--- src/rtl/bitplane_weight_serializer.sv ---
// -----------------------------------------------------------------------------
// bitplane_weight_serializer
//
// Producer side of the bit-serial MAC datapath. A vector of VEC_LENGTH signed
// two's-complement weights is captured in one handshake and converted to
// sign-magnitude. The magnitudes are then streamed one bit-plane column per
// beat, most significant column first. With SKIP_ZERO set, columns in which no
// lane has a 1 are never emitted. An all-zero vector still produces one beat
// (column 0, all bits 0) so the consumer always sees a last beat.
//
// Ports:
//   clk, reset   clock; synchronous active-high reset
//   w_valid      input vector valid
//   w_ready      block accepts a vector this cycle (combinational from
//                out_ready when the final beat is being accepted)
//   w_in         VEC_LENGTH signed weights
//   first_in     vector starts a new accumulation (sampled with w_in)
//   out_valid    current beat valid
//   out_ready    consumer accepts the beat
//   sign         per-lane sign (1 = negative)
//   w_bit        per-lane magnitude bit at column_idx
//   column_idx   bit position of the current plane
//   load_accum   first beat of a first_in vector
//   last         final beat of the current vector
// All beat outputs are driven 0 while out_valid is 0.
// -----------------------------------------------------------------------------
module bitplane_weight_serializer #(
    parameter int DATA_WIDTH = 8,
    parameter int VEC_LENGTH = 16,
    parameter int COL_W      = 3,
    parameter bit SKIP_ZERO  = 1'b1
) (
    input  logic                         clk,
    input  logic                         reset,
    input  logic                         w_valid,
    output logic                         w_ready,
    input  logic signed [DATA_WIDTH-1:0] w_in [VEC_LENGTH],
    input  logic                         first_in,
    output logic                         out_valid,
    input  logic                         out_ready,
    output logic [VEC_LENGTH-1:0]        sign,
    output logic [VEC_LENGTH-1:0]        w_bit,
    output logic [COL_W-1:0]             column_idx,
    output logic                         load_accum,
    output logic                         last
);

    typedef enum logic {
        IDLE   = 1'b0,
        STREAM = 1'b1
    } state_t;

    // Absolute value in DATA_WIDTH unsigned bits. The most negative weight
    // wraps to itself in two's complement, which read as unsigned is exactly
    // 2^(DATA_WIDTH-1), so no extra bit is needed.
    function automatic logic [DATA_WIDTH-1:0] abs_mag(input logic signed [DATA_WIDTH-1:0] w);
        logic [DATA_WIDTH-1:0] neg;
        neg = (~w) + DATA_WIDTH'(1);
        abs_mag = w[DATA_WIDTH-1] ? neg : w;
    endfunction

    state_t                  state_q, state_d;
    logic [DATA_WIDTH-1:0]   mag_q [VEC_LENGTH];
    logic [DATA_WIDTH-1:0]   mag_d [VEC_LENGTH];
    logic [VEC_LENGTH-1:0]   sign_q, sign_d;
    logic [DATA_WIDTH-1:0]   col_mask_q, col_mask_d;
    logic                    first_q, first_d;

    logic                    streaming;
    logic [DATA_WIDTH-1:0]   top_oh;
    logic [COL_W-1:0]        col_top;
    logic                    single;
    logic                    beat_acc;
    logic                    capture;
    logic [DATA_WIDTH-1:0]   new_mask;

    // Highest pending column, as both an index and a one-hot select. The
    // one-hot form is reused to pick each lane's bit and to retire the column.
    always_comb begin
        col_top = '0;
        top_oh  = '0;
        for (int c = 0; c < DATA_WIDTH; c++) begin
            if (col_mask_q[c]) begin
                col_top = COL_W'(c);
                top_oh  = DATA_WIDTH'(1) << c;
            end
        end
    end

    // Mask is never empty while streaming, so equality with the top one-hot
    // means exactly one column remains.
    assign single    = (col_mask_q == top_oh);
    assign streaming = (state_q == STREAM);
    assign beat_acc  = streaming & out_ready;
    assign w_ready   = ~streaming | (beat_acc & single);
    assign capture   = w_valid & w_ready;

    always_comb begin
        out_valid  = streaming;
        sign       = streaming ? sign_q : '0;
        column_idx = streaming ? col_top : '0;
        load_accum = streaming & first_q;
        last       = streaming & single;
        w_bit      = '0;
        for (int i = 0; i < VEC_LENGTH; i++) begin
            w_bit[i] = streaming & (|(mag_q[i] & top_oh));
        end
    end

    always_comb begin
        state_d    = state_q;
        mag_d      = mag_q;
        sign_d     = sign_q;
        col_mask_d = col_mask_q;
        first_d    = first_q;
        new_mask   = '0;

        if (beat_acc) begin
            col_mask_d = col_mask_q & ~top_oh;
            first_d    = 1'b0;
            if (single) begin
                state_d = IDLE;
            end
        end

        // A capture in the same cycle as the final beat overrides the return
        // to IDLE, giving back-to-back vectors without a bubble.
        if (capture) begin
            for (int i = 0; i < VEC_LENGTH; i++) begin
                mag_d[i]  = abs_mag(w_in[i]);
                sign_d[i] = w_in[i][DATA_WIDTH-1];
                new_mask  = new_mask | mag_d[i];
            end
            if (!SKIP_ZERO) begin
                new_mask = '1;
            end
            if (new_mask == '0) begin
                new_mask = DATA_WIDTH'(1);
            end
            col_mask_d = new_mask;
            first_d    = first_in;
            state_d    = STREAM;
        end
    end

    always_ff @(posedge clk) begin
        if (reset) begin
            state_q    <= IDLE;
            mag_q      <= '{default: '0};
            sign_q     <= '0;
            col_mask_q <= '0;
            first_q    <= 1'b0;
        end else begin
            state_q    <= state_d;
            mag_q      <= mag_d;
            sign_q     <= sign_d;
            col_mask_q <= col_mask_d;
            first_q    <= first_d;
        end
    end

endmodule
--- config.mk ---
export PLATFORM = sky130hd
export DESIGN_NAME = bitplane_weight_serializer
export DESIGN_NICKNAME = d
export VERILOG_FILES = /design/src/rtl/bitplane_weight_serializer.sv
export SDC_FILE = /design/constraint.sdc
export NUM_CORES = 1
export LEC_CHECK = 0
export ABC_CLOCK_PERIOD_IN_PS = 10000
export CAP_MARGIN = 40
export CORE_MARGIN = 2
export CORE_UTILIZATION = 57
export DETAILED_ROUTE_END_ITERATION = 8
export HOLD_SLACK_MARGIN = 0.15
export PLACE_DENSITY = 0.85
export SLEW_MARGIN = 20
export SYNTH_ARGS = -nofsm -noshare
export SYNTH_HDL_FRONTEND = slang
export SYNTH_SLANG_ARGS = --single-unit
--- constraint.sdc ---
create_clock -name clk -period 10 [get_ports clk]
set_input_delay 2 -clock clk [delete_from_list [all_inputs] [get_ports clk]]
set_output_delay 2 -clock clk [all_outputs]
set_load 0.1 [all_outputs]
==> flow_summary.yaml <==
sta:
  finalSetupViolations: 0
  tightest_slew_ns: 0.808
  finalCritPeriodShare_pct: 64.3
  hold_viol: 0
  max_freq_ghz: 0.156
  report.final.slew_viol_count: 0
  slew-limit-headroom_pct: 46.1
  min_period_ns: 6.43
  finClkSkew_ns: 0.00745
  rsz0062_at_grt: "no"
  tns_ns: 0
flow_run:
  maxCapViolCount: 0
yosys:
  syn_area_um2: 9160
  yosysWarnings: 0
  synth.net_count: 1338
  synth-seq-cells: 154
  syn_inst: 1183
  ys.flop_type: "dfxtp_1"
  async_flop_share_pct: 0
  ys_seq_area_share_pct: 33.6
  synth_cell_types: 56
  synth_edf_count: 0
  synth_area_per_cell_um2: 7.75
cts:
  cts_tree: "yes"
  clock_latency_ns: 0.43
  postCtsSetupRepairBufs: 0
  cts_buffers: 17
  ctsResizeCount: 0
  cts.path.max_buffers: 2
  clk_pin_slew_worst_paths_ns: 0.06
  clock-root-buffer: "clkbuf_16"
  cts_max_level: 4
  cts_sinks: 154
  postCtsHoldBufs: 0
placement:
  gp_congestion: 0.945
  io_buffers: 171
  dp.final_hpwl_mm: 22.8
layout:
  drive_gt1_share_pct: 7.78
  fillers: 1083
  area_delta_synth_final_pct: 33.3
  regArea_um2: 3080
  nets: 1493
  multi_input_comb_area_um2: 5560
  antenna_cells: 0
grt:
  grt_usage_pct: 37.0
  grt_pass1_wl_mm: 48.2
  grt-ovfl-total: 0
  grt_max_degree: 86
  grt_pass1_vias: 9010
  antenna_found_initial: 0
die:
  die_y_um: 131
  initial_core_util_pct: 58.1
  io_pins: 172
  die_w_um: 131
  num_rows: 46
  core-area_um2: 15800
  dieArea_um2: 17100
pwr:
  p_leak_nw: 4.48
  total_power_mw: 1.86
  peakVddDrop_uv: 131
  power_density_nw_per_um2: 152
worst_setup_path:
  critPathMaxFanout: 13
  crit_required_ns: 8.00
  cp.arrival_ns: 4.43
  worstSetupStartpointType: "flop"
  worst-setup-path-type: "flop to primary output"
  end_kind: "primary output"
route:
  vias_per_cell: 6.29
  drtAntennaViolNets: 0
  firstDrtPassIters: 9
  wl_mm: 31.5
  via_count: 9853
  wl_per_cell_um: 20.1
  drtIter0Drc: 1546
  drc: 1
status:
  outcome: "finished with violations"
  failed_checks: "design-rule violations"
hold_path:
  holdCritPathClass: "flop to flop"
==> cell families after synthesis <==
| logic type | count (synthesis) | synth area share (%) |
|---|---|---|
| DFF | 154 | 33.6 |
| and+or+nand+nor | 482 | 26.5 |
| buffers and inverters | 139 | 5.82 |
| AOI/OAI and AO/OA | 300 | 22.6 |
| muxes | 16 | 1.75 |
| xor gates and xnor gates | 70 | 6.69 |
| adders and majority gates | 22 | 3.00 |
==> metal layers <==
metal  vias up  track usage, %  share of wire [%]
met3       111            7.29                 11
met5         -               0                  0
met4         0            19.8                5.0
met1      4545            48.8                 39
li1       4558               -                  -
met2       639            57.3                 45
==> critical path, stage by stage (launching register included) <==
cell and delay, ns:
dfxtp_1 0.45, buf_6 0.22, nor4_1 0.62, and4b_1 0.60, buf_8 0.23, inv_1 0.06
ha_1 0.27, nand4_1 0.13, a211oi_1 0.41, a21bo_2 0.28, clkdlybuf4s50_1 0.53, buf_8 0.20
==> worst paths after layout <==
kind / to / cells past startpoint / slack [ns] / startpoint
min reg2reg: sign_q[5] / 2 / 0.45 / sign_q[5]
max: w_ready / 11 / 3.57 / col_mask_q[5]
min: sign_q[5] / 2 / 0.45 / sign_q[5]
max reg2reg: sign_q[8] / 14 / 4.95 / col_mask_q[5]
==> registers in the layout, indices dropped and copies added, names as in the netlist <==
| name | count |
|---|---|
| sign_q | 16 |
| out_valid | 1 |
| mag_q | 128 |
| col_mask_q | 8 |
| first_q | 1 |
==> synthesized netlist by cell type, types with 4 or more instances <==
library cell  instances  area [µm²]
nor2_1              170         638
dfxtp_1             154        3080
nand2_1             120         450
a211oi_1             95         713
clkbuf_1             85         319
a21oi_1              70         350
inv_1                48         180
xnor2_1              38         333
xor2_1               32         280
o31ai_1              27         203
a21boi_0             26         195
nand4_1              26         163
nor2b_1              26         163
ha_1                 22         275
nor4_1               22         138
and2_1               20         125
o21ai_0              20         100
or4_1                19         143
nor3_1               17        85.1
a221oi_1             16         140
a222oi_1             16         160
mux2i_1              16         160
nor4b_1              14         123
o21ai_1              10        50.1
or2b_2                6        52.6
nand2b_1              5        31.3
nand3_1               5        25.0
o211ai_1              5        37.5
and3_1                4        25.0
nor3b_1               4        30.0
nor4bb_1              4        40.0
or4bb_1               4        45.0
==> power by group <==
part | internal (mW) | switching (mW)
clock network | 0.423 | 0.251
registers | 0.663 | 0.0311
logic | 0.188 | 0.299
==> layout make-up <==
class | count | share of cell area (%)
Multi-Input combinational cell | 890 | 45.6
Tap cell | 216 | 2.21
Timing Repair Buffer | 227 | 20.5
Clock inverter | 7 | 0.922
Inverter | 48 | 1.48
Sequential cell | 154 | 25.3
Clock buffer | 24 | 4.11
==> placed cells by master (no fill, tap or decap), types with 27 or more instances in the layout <==
master / instances
a211oi_1: 95
a21oi_1: 70
buf_8: 42
clkdlybuf4s50_1: 170
dfxtp_1: 154
inv_1: 48
nand2_1: 119
nor2_1: 170
o31ai_1: 27
xnor2_1: 38
xor2_1: 32
==> per-stage QoR <==
step,instance area (µm²),cells,hold WS [ns],utilization (%),worst slack [ns]
2_1_floorplan,9160,1183,0.432,-,4.04
3_5_place_dp,11500,1530,0.446,72.9,4.16
5_1_grt,12200,1566,0.469,77.4,3.41
4_1_cts,12100,1561,0.454,76.8,3.63
6_report,12200,1566,0.452,77.4,3.57
3_3_place_gp,10900,1488,0.440,68.9,3.77
No activity file was read; power rests on OpenSTA's default activity.
